`config.mk`:
```
export PLATFORM = sky130hd
export DESIGN_NAME = ex_ctrl
export DESIGN_NICKNAME = d
export VERILOG_FILES = /design/src/rtl/ex_ctrl.sv
export SDC_FILE = /design/constraint.sdc
export NUM_CORES = 1
export LEC_CHECK = 0
export BUFFER_PORTS_ARGS = -buffer_cell sky130_fd_sc_hd__buf_2
export CAP_MARGIN = 15
export CORE_ASPECT_RATIO = 0.5
export CORE_MARGIN = 5
export CORE_UTILIZATION = 43
export DETAILED_ROUTE_END_ITERATION = 6
export PLACE_DENSITY = 0.9
export RECOVER_POWER = 100
export REMOVE_ABC_BUFFERS = 1
export SLEW_MARGIN = 20
export SYNTH_ARGS = -nofsm -noshare
export SYNTH_HDL_FRONTEND = slang
export SYNTH_SLANG_ARGS = --single-unit
```
`constraint.sdc`:
```
create_clock -name clk -period 2.9 [get_ports clk]
set_clock_uncertainty 0.1 [all_clocks]
set_input_delay 0.29 -clock clk [delete_from_list [all_inputs] [get_ports clk]]
set_output_delay 0.29 -clock clk [all_outputs]
set_load 0.01 [all_outputs]
```
`src/rtl/ex_ctrl.sv`:
```
// ex_ctrl: commits interrupts/exceptions/ERET from the WB stage into CP0,
// flushes the pipeline, waits for the bus to drain, then redirects fetch.
module ex_ctrl #(
  parameter logic [31:0] EX_ENTRY   = 32'hbfc00380,
  parameter logic [4:0]  NO_EX_CODE = 5'h1f
) (
  input  logic        clk,
  input  logic        resetn,
  input  logic        ws_valid,
  input  logic [31:0] ws_pc,
  input  logic        ws_bd,
  input  logic [4:0]  ws_ex_code,
  input  logic [31:0] ws_badvaddr,
  input  logic        ws_pc_error,
  input  logic        ws_eret,
  input  logic [31:0] cp0_cause,
  input  logic [31:0] cp0_status,
  input  logic [31:0] cp0_epc,
  input  logic        mem_busy,
  input  logic        redirect_ready,
  output logic [4:0]  ex_code,
  output logic        bd,
  output logic        eret,
  output logic        pc_error,
  output logic [31:0] epc_pc,
  output logic [31:0] badvaddr,
  output logic        flush,
  output logic        redirect_valid,
  output logic [31:0] redirect_pc,
  output logic        busy
);

  typedef enum logic [1:0] {
    S_IDLE  = 2'd0,
    S_DRAIN = 2'd1,
    S_REDIR = 2'd2
  } state_e;

  state_e      state_q, state_d;
  logic [4:0]  ex_code_q, ex_code_d;
  logic        bd_q, bd_d;
  logic        eret_q, eret_d;
  logic        pc_error_q, pc_error_d;
  logic [31:0] epc_pc_q, epc_pc_d;
  logic [31:0] badvaddr_q, badvaddr_d;
  logic        flush_q, flush_d;
  logic        redirect_valid_q, redirect_valid_d;
  logic [31:0] redirect_pc_q, redirect_pc_d;
  logic        busy_q, busy_d;

  logic        int_pend_c;
  logic        has_ex_c;
  logic        unused_c;

  // Interrupt pending: enabled, not at exception level, and an unmasked IP bit.
  assign int_pend_c = cp0_status[0] & ~cp0_status[1] &
                      (|(cp0_cause[15:8] & cp0_status[15:8]));
  assign has_ex_c   = (ws_ex_code != NO_EX_CODE);

  // CP0 bits not involved in the interrupt decision.
  assign unused_c = ^{cp0_cause[31:16], cp0_cause[7:0],
                      cp0_status[31:16], cp0_status[7:2]};

  // Next-state and next-output logic; strobes default back to idle values.
  always_comb begin
    state_d          = state_q;
    ex_code_d        = NO_EX_CODE;
    bd_d             = 1'b0;
    eret_d           = 1'b0;
    pc_error_d       = 1'b0;
    epc_pc_d         = 32'd0;
    badvaddr_d       = 32'd0;
    flush_d          = flush_q;
    redirect_valid_d = redirect_valid_q;
    redirect_pc_d    = redirect_pc_q;
    busy_d           = busy_q;

    case (state_q)
      S_IDLE: begin
        if (ws_valid && (int_pend_c || has_ex_c || ws_eret)) begin
          state_d = S_DRAIN;
          flush_d = 1'b1;
          busy_d  = 1'b1;
          if (int_pend_c || has_ex_c) begin
            // Interrupt wins over a pipeline exception; ERET is dropped.
            ex_code_d     = int_pend_c ? 5'd0 : ws_ex_code;
            bd_d          = ws_bd;
            pc_error_d    = ws_pc_error;
            epc_pc_d      = ws_pc;
            badvaddr_d    = ws_badvaddr;
            redirect_pc_d = EX_ENTRY;
          end else begin
            eret_d        = 1'b1;
            redirect_pc_d = cp0_epc;
          end
        end
      end
      S_DRAIN: begin
        if (!mem_busy) begin
          state_d          = S_REDIR;
          redirect_valid_d = 1'b1;
        end
      end
      S_REDIR: begin
        if (redirect_ready) begin
          state_d          = S_IDLE;
          redirect_valid_d = 1'b0;
          flush_d          = 1'b0;
          busy_d           = 1'b0;
          redirect_pc_d    = 32'd0;
        end
      end
      default: begin
        state_d          = S_IDLE;
        redirect_valid_d = 1'b0;
        flush_d          = 1'b0;
        busy_d           = 1'b0;
        redirect_pc_d    = 32'd0;
      end
    endcase
  end

  // State and output registers with asynchronous reset.
  always_ff @(posedge clk or negedge resetn) begin
    if (!resetn) begin
      state_q          <= S_IDLE;
      ex_code_q        <= NO_EX_CODE;
      bd_q             <= 1'b0;
      eret_q           <= 1'b0;
      pc_error_q       <= 1'b0;
      epc_pc_q         <= 32'd0;
      badvaddr_q       <= 32'd0;
      flush_q          <= 1'b0;
      redirect_valid_q <= 1'b0;
      redirect_pc_q    <= 32'd0;
      busy_q           <= 1'b0;
    end else begin
      state_q          <= state_d;
      ex_code_q        <= ex_code_d;
      bd_q             <= bd_d;
      eret_q           <= eret_d;
      pc_error_q       <= pc_error_d;
      epc_pc_q         <= epc_pc_d;
      badvaddr_q       <= badvaddr_d;
      flush_q          <= flush_d;
      redirect_valid_q <= redirect_valid_d;
      redirect_pc_q    <= redirect_pc_d;
      busy_q           <= busy_d;
    end
  end

  assign ex_code        = ex_code_q;
  assign bd             = bd_q;
  assign eret           = eret_q;
  assign pc_error       = pc_error_q;
  assign epc_pc         = epc_pc_q;
  assign badvaddr       = badvaddr_q;
  assign flush          = flush_q;
  assign redirect_valid = redirect_valid_q;
  assign redirect_pc    = redirect_pc_q;
  assign busy           = busy_q;

endmodule

```
# [Word-level counts from Yosys, hierarchy flattened]
# Index checks and enable logic that the tools add are counted.
[totals] register_bits=108 out_inout_bits=107 in_bits=173
[classes] bitwise=6 muxes=32 n_eq_ne=6 n_reduce_logical=8
[op_table] operator="two-way mux 32 bit" n=9
[op_table] operator="one-hot mux 32 bit (3 select lines)" n=1
[op_table] operator="two-way mux 5 bit" n=4
[op_table] operator="two-way mux 1 bit" n=12
[op_table] operator="AND reduction 3 bit" n=3
[op_table] operator="bitwise AND 8 bit" n=1
[op_table] operator="OR reduction 8 bit" n=1
[op_table] operator="two-way mux 2 bit" n=3
[op_table] operator="inequality test 2 bit, second input constant" n=3
[op_table] operator="one-hot mux 1 bit (3 select lines)" n=2
[op_table] operator="one-hot mux 2 bit (3 select lines)" n=1
[op_table] operator="inequality test 5 bit, second input constant" n=1
[op_table] operator="inverter 1 bit" n=3
[op_table] operator="bitwise AND 1 bit" n=2
[op_table] operator="== test 2 x 1 -> 1 bit, second input constant" n=1
[op_table] operator="== test 2 bit, second input constant" n=1
[op_table] operator="logical NOT 2 bit" n=1
[op_table] operator="logical OR 1 bit" n=2
[op_table] operator="logical AND 1 bit" n=1

# [Depth between registers and ports, before layout]
[depth] word_depth=8 ltp_mapped=6 depth_no_buf=5

# [Least setup slack after synthesis]
# OpenSTA, ideal clock, no wires.
[synth_timing] path_kind="input to register" start="input cp0_cause[15]" end="register redirect_pc_q[8], in the netlist redirect_pc[8]" slack_ns=0.891 cell_stages=5 setup_ns=0.134 t_arrival_ns=1.775 required_time_ns=2.666 path_cell_list="a22o_1 > o41a_1 > or4_4 > buf_2 > a2bb2oi_1"
[synth_between] elab_chain_len=8 word_cells_on_any_way=11
[synth_lines] element="start: declaration" line="16" text="input logic [31:0] cp0_cause,"
[synth_lines] element="bitwise AND 8 bit (*)" line="57" text="(|(cp0_cause[15:8] & cp0_status[15:8]));"
[synth_lines] element="OR reduction 8 bit (*)" line="57"
[synth_lines] element="bitwise AND 1 bit (*)" line="56" text="assign int_pend_c = cp0_status[0] & ~cp0_status[1] &"
[synth_lines] element="logical OR 1 bit (*)" line="80, 84"
[synth_lines] element="logical OR 1 bit" line="80" text="if (ws_valid && (int_pend_c || has_ex_c || ws_eret)) begin"
[synth_lines] element="logical AND 1 bit" line="80"
[synth_lines] element="inequality test 2 bit (no source line)"
[synth_lines] element="AND reduction 3 bit (no source line)"
[synth_lines] element="end signal: assignment" line="147" text="redirect_pc_q <= redirect_pc_d;"
[synth_lines] element="end: declaration" line="48" text="logic [31:0] redirect_pc_q, redirect_pc_d;"
# Mark *: on every way between the ends. The rest lies on a longest branch, timed or not. The select of a mux whose other input is x is not followed.
# A chain may end at the register's enable or synchronous reset.

# [Final worst setup path]
[layout_timing] start="register state_q[0]" end="register redirect_pc_q[17], in the netlist redirect_pc[17]"
[layout_between] elab_chain_len=3 word_cells_on_any_way=8
[layout_lines] element="start: declaration" line="39" text="state_e state_q, state_d;"
[layout_lines] element="start signal: assignment" line="138" text="state_q <= state_d;"
[layout_lines] element="== test 2 bit (tied with other cells)" line="78" text="case (state_q)"
[layout_lines] element="inequality test 2 bit (no source line) or inverter 1 bit (tied branches)"
[layout_lines] element="AND reduction 3 bit (no source line)"
# Several ways; a longest one is shown, not always the timed one.

==> Implementation_results.wiki <==
{| class="wikitable"
! Metric !! Value
|-
| Class of the tightest hold or removal check || primary input to register
|-
| Overall global routing resource usage || 18.8%
|-
| DRC violations left || 0
|-
| Sequential fraction of the synthesis area || 71.8%
|-
| Critical Path Slowest Stage Cell || or4_4
|-
| WP data arrival || 2.64 ns
|-
| Final core utilization || 60.9%
|-
| Number of nets still failing antenna checks after routing || 0
|-
| Setup slack at placement || 0.552 ns
|-
| Setup violators final || 0
|-
| Number of ports placed on the die boundary || 280
|-
| Final-layout setup total negative slack || 0 ns
|-
| Fin crit share || 85.1%
|-
| Share of flip-flops with an asynchronous set or reset || 100%
|-
| Number of detailed-route iterations in the first pass || 4
|-
| Post-synthesis to final-layout area growth || 39.1%
|-
| Cell taking the most area after synthesis || dfrtp_1
|-
| Fill count || 788
|-
| Clock Latency Late Sink || 0.34 ns
|-
| Layout cells sized above 1 || 30.2%
|-
| Status || finished clean
|-
| Count of pins over their slew limit || 0
|-
| Largest family of logic cells by synthesized area || simple AND/OR/NAND/NOR gates
|-
| Antenna diode count || 0
|-
| Buffers from clock root to sink, at most || 2
|-
| Synthesis-stage register bit count || 108
|-
| Iteration-0 DRC Markers || 107
|-
| Sum of internal, switching and leakage power || 4.19 mW
|-
| Power share of the combinational group || 23.9%
|-
| Wire length of the first global-routing pass || 16000 µm
|-
| Maximum number of pins on one net before global-route repair || 67
|-
| Reported net switching power || 1.32 mW
|-
| Worst setup margin || 0.432 ns
|-
| Routability Congestion || 0.838
|-
| Clock transition at the registers of the reported paths || 0.07 ns
|-
| Highest fanout seen on the critical path || 21
|-
| Hold Violations, Final || 0
|-
| Cell-internal power || 2.87 mW
|-
| Final min period || 2.47 ns
|-
| Reg2reg setup slack || 0.43 ns
|-
| Buffer count from post-CTS setup fixing || 0
|-
| TritonCTS Buffers || 9
|-
| Vertical die dimension || 76.2 µm
|-
| Xor/xnor cell area share of the yosys netlist || 0%
|-
| Sequential share of power || 45.9%
|-
| Net total in the final layout || 682
|-
| Required time of the critical path || 3.08 ns
|-
| Kind of critical path || register to register
|-
| CTS tree || done
|-
| Area of the mapped netlist || 3770 µm²
|-
| Number of global-route vias before repair || 3145
|-
| Horizontal die dimension || 142 µm
|-
| Element type at the critical path end || register
|-
| Compound-Gate Fraction of Synth Area || 10.7%
|-
| Placed wire-length estimate after detailed placement || 7660 µm
|-
| Share of Yosys cell area claimed by the top area cell type || 68.3%
|-
| Cell count after synthesis || 273
|-
| Proportion of total power due to net switching || 31.5%
|-
| Wire length after detailed routing || 10000 µm
|-
| Drt wl/cell || 15.9 µm
|-
| Top_reg_cell synth || dfrtp_1
|-
| Routed via count || 2921
|-
| Max stage delay on crit path || 0.65 ns
|-
| Starting Density || 43.8%
|-
| Path depth of the worst reg2reg path || 4
|-
| Floorplan die area || 10900 µm²
|-
| Number of warnings printed during yosys synthesis || 0
|-
| Critical hold path startpoint || ws_ex_code[1]
|-
| Static leakage || 2.64 nW
|-
| Number of cells on the worst hold path || 3
|-
| GRT Residual Overflow || 0
|-
| Total power divided by cell area || 799 nW/µm²
|-
| H-tree levels || 3
|-
| Worst voltage drop across the vdd grid || 0.383 mV
|-
| Setup repair after global routing missed its margin || no
|-
| Num Clock Sinks || 108
|-
| Cell chain of the critical path || or3b_1 -> or4_4 -> clkinvlp_2 -> a22o_1
|-
| Leading cell types by total area after synthesis || dfrtp_1, and2_1, a22o_1
|-
| Area of the placeable core || 8620 µm²
|-
| Worst Hold Endpoint || ex_code[1]
|-
| Endpoint of the lowest-slack register-to-register path || redirect_pc[17]
|-
| Worst R2R Start || state_q[0]
|-
| Distinct cell type count after synthesis || 28
|-
| Maxcap violations || 0
|-
| Adder and majority cell fraction of the synthesized area || 0%
|-
| Fmax || 405 MHz
|-
| Actual transition at the worst max-transition pin || 1.39 ns
|-
| Initial antenna violation count || 0
|-
| Startpoint type of the worst setup path || register
|-
| Mean cell area of the mapped netlist || 13.8 µm²
|-
| Number of synthesized flops with an enable pin || 0
|-
| Site Rows || 24
|-
| Simple-Gate Fraction of Synth Area || 15.0%
|-
| Mux share of post-synthesis cell area || 0%
|-
| Cell at the root of the clock tree || clkbuf_16
|-
| Via density per instance || 4.63
|-
| Clk pwr share || 30.2%
|-
| I/O Buffers || 233
|-
| Worst slew margin relative to its limit || 7.59%
|}
-- synth_stat cells (2+ instances only) --
cell / count
buf_6: 2
dfstp_2: 5
inv_1: 2
a22o_1: 24
buf_2: 3
clkbuf_1: 9
o21ai_0: 3
a2bb2oi_1: 12
dfrtp_1: 103
nand2_1: 27
and2_1: 66
-- cell usage in the layout (no fill, tap or decap), drive strengths merged, types with 4 or more instances in the layout --
cell     synthesis  routed
buf              6     128
clkbuf           9     120
dfrtp          103     103
and2            66      66
nand2           27      27
a22o            24      24
a2bb2oi         12      12
inv              2       6
dfstp            5       5
o21ai            4       4
-- sequential cells by signal (all words and copies together) (netlist names) --
signal	cells
badvaddr	32
bd	1
busy	1
epc_pc	32
eret	1
ex_code	5
pc_error	1
redirect_pc	32
redirect_valid	1
state_q	2
-- cell families (layout without fill, tap and decap cells) --
family          Yosys count  count (layout)
compound gates           47              47
flops                   108             108
buf+inv                  18             259
simple gates            100             100
-- worst max-delay path by stage --
stage                   from              end  slack, ns  cells after the start
6_report          state_q[0]  redirect_pc[17]       0.43                      4
5_1_grt        cp0_cause[15]     badvaddr[19]       0.30                      7
4_1_cts           state_q[0]   redirect_pc[6]       0.71                      4
3_5_place_dp   cp0_cause[15]  redirect_pc[15]       0.55                      6
3_3_place_gp   cp0_cause[15]   redirect_pc[3]       0.56                      6
2_1_floorplan     state_q[0]      badvaddr[0]       0.03                      3
-- routing by layer --
layer	wire, µm	GRT usage [%]	vias up
li1	-	-	1382
met1	3750	20.7	1423
met2	5450	34.4	88
met3	561	6.02	28
met4	264	5.88	0
met5	0	0	-
-- through the flow --
| stage | instance area (µm²) | hold slack, ns | instances |
|---|---|---|---|
| 3_3_place_gp | 5080 | 0.277 | 614 |
| 6_report | 5250 | 0.0381 | 631 |
| 2_1_floorplan | 3690 | -0.106 | 258 |
| 3_5_place_dp | 5080 | 0.288 | 614 |
| 4_1_cts | 5410 | 0.0274 | 631 |
| 5_1_grt | 5250 | 0.0326 | 631 |
-- power groups by stage --
stage | registers [mW] | clock network, mW | logic (mW)
6_report | 1.92 | 1.27 | 1.00
5_1_grt | 1.96 | 1.37 | 1.11
4_1_cts | 1.92 | 1.30 | 1.12
3_5_place_dp | 1.95 | 0 | 1.12
3_3_place_gp | 1.93 | 0 | 1.08
2_1_floorplan | 2.09 | 0 | 0.388
-- area by class of cell --
cell class	instances	area, µm²	share of cell area, %
flip-flops and latches	108	2710	51.6
repair buffers	240	1090	20.8
clock buffers	9	225	4.29
inverters	3	12.5	0.238
well taps	117	146	2.79
clock inverters	7	88.8	1.69
multi-input cells	147	975	18.6
-- what timing repair did --
item	4_1_cts	5_1_grt
hold buffers	1	0
gates resized for setup	0	0
endpoints found under the hold margin	49	0
-- critical path, delay by kind of cell (launching register included) --
family	cells	cell delay, ns
and+or+nand+nor	2	1.13
DFF	1	0.44
AOI/OAI and AO/OA	1	0.24
buffers and inverters	1	0.49
Power figures use the tool's default switching activity.
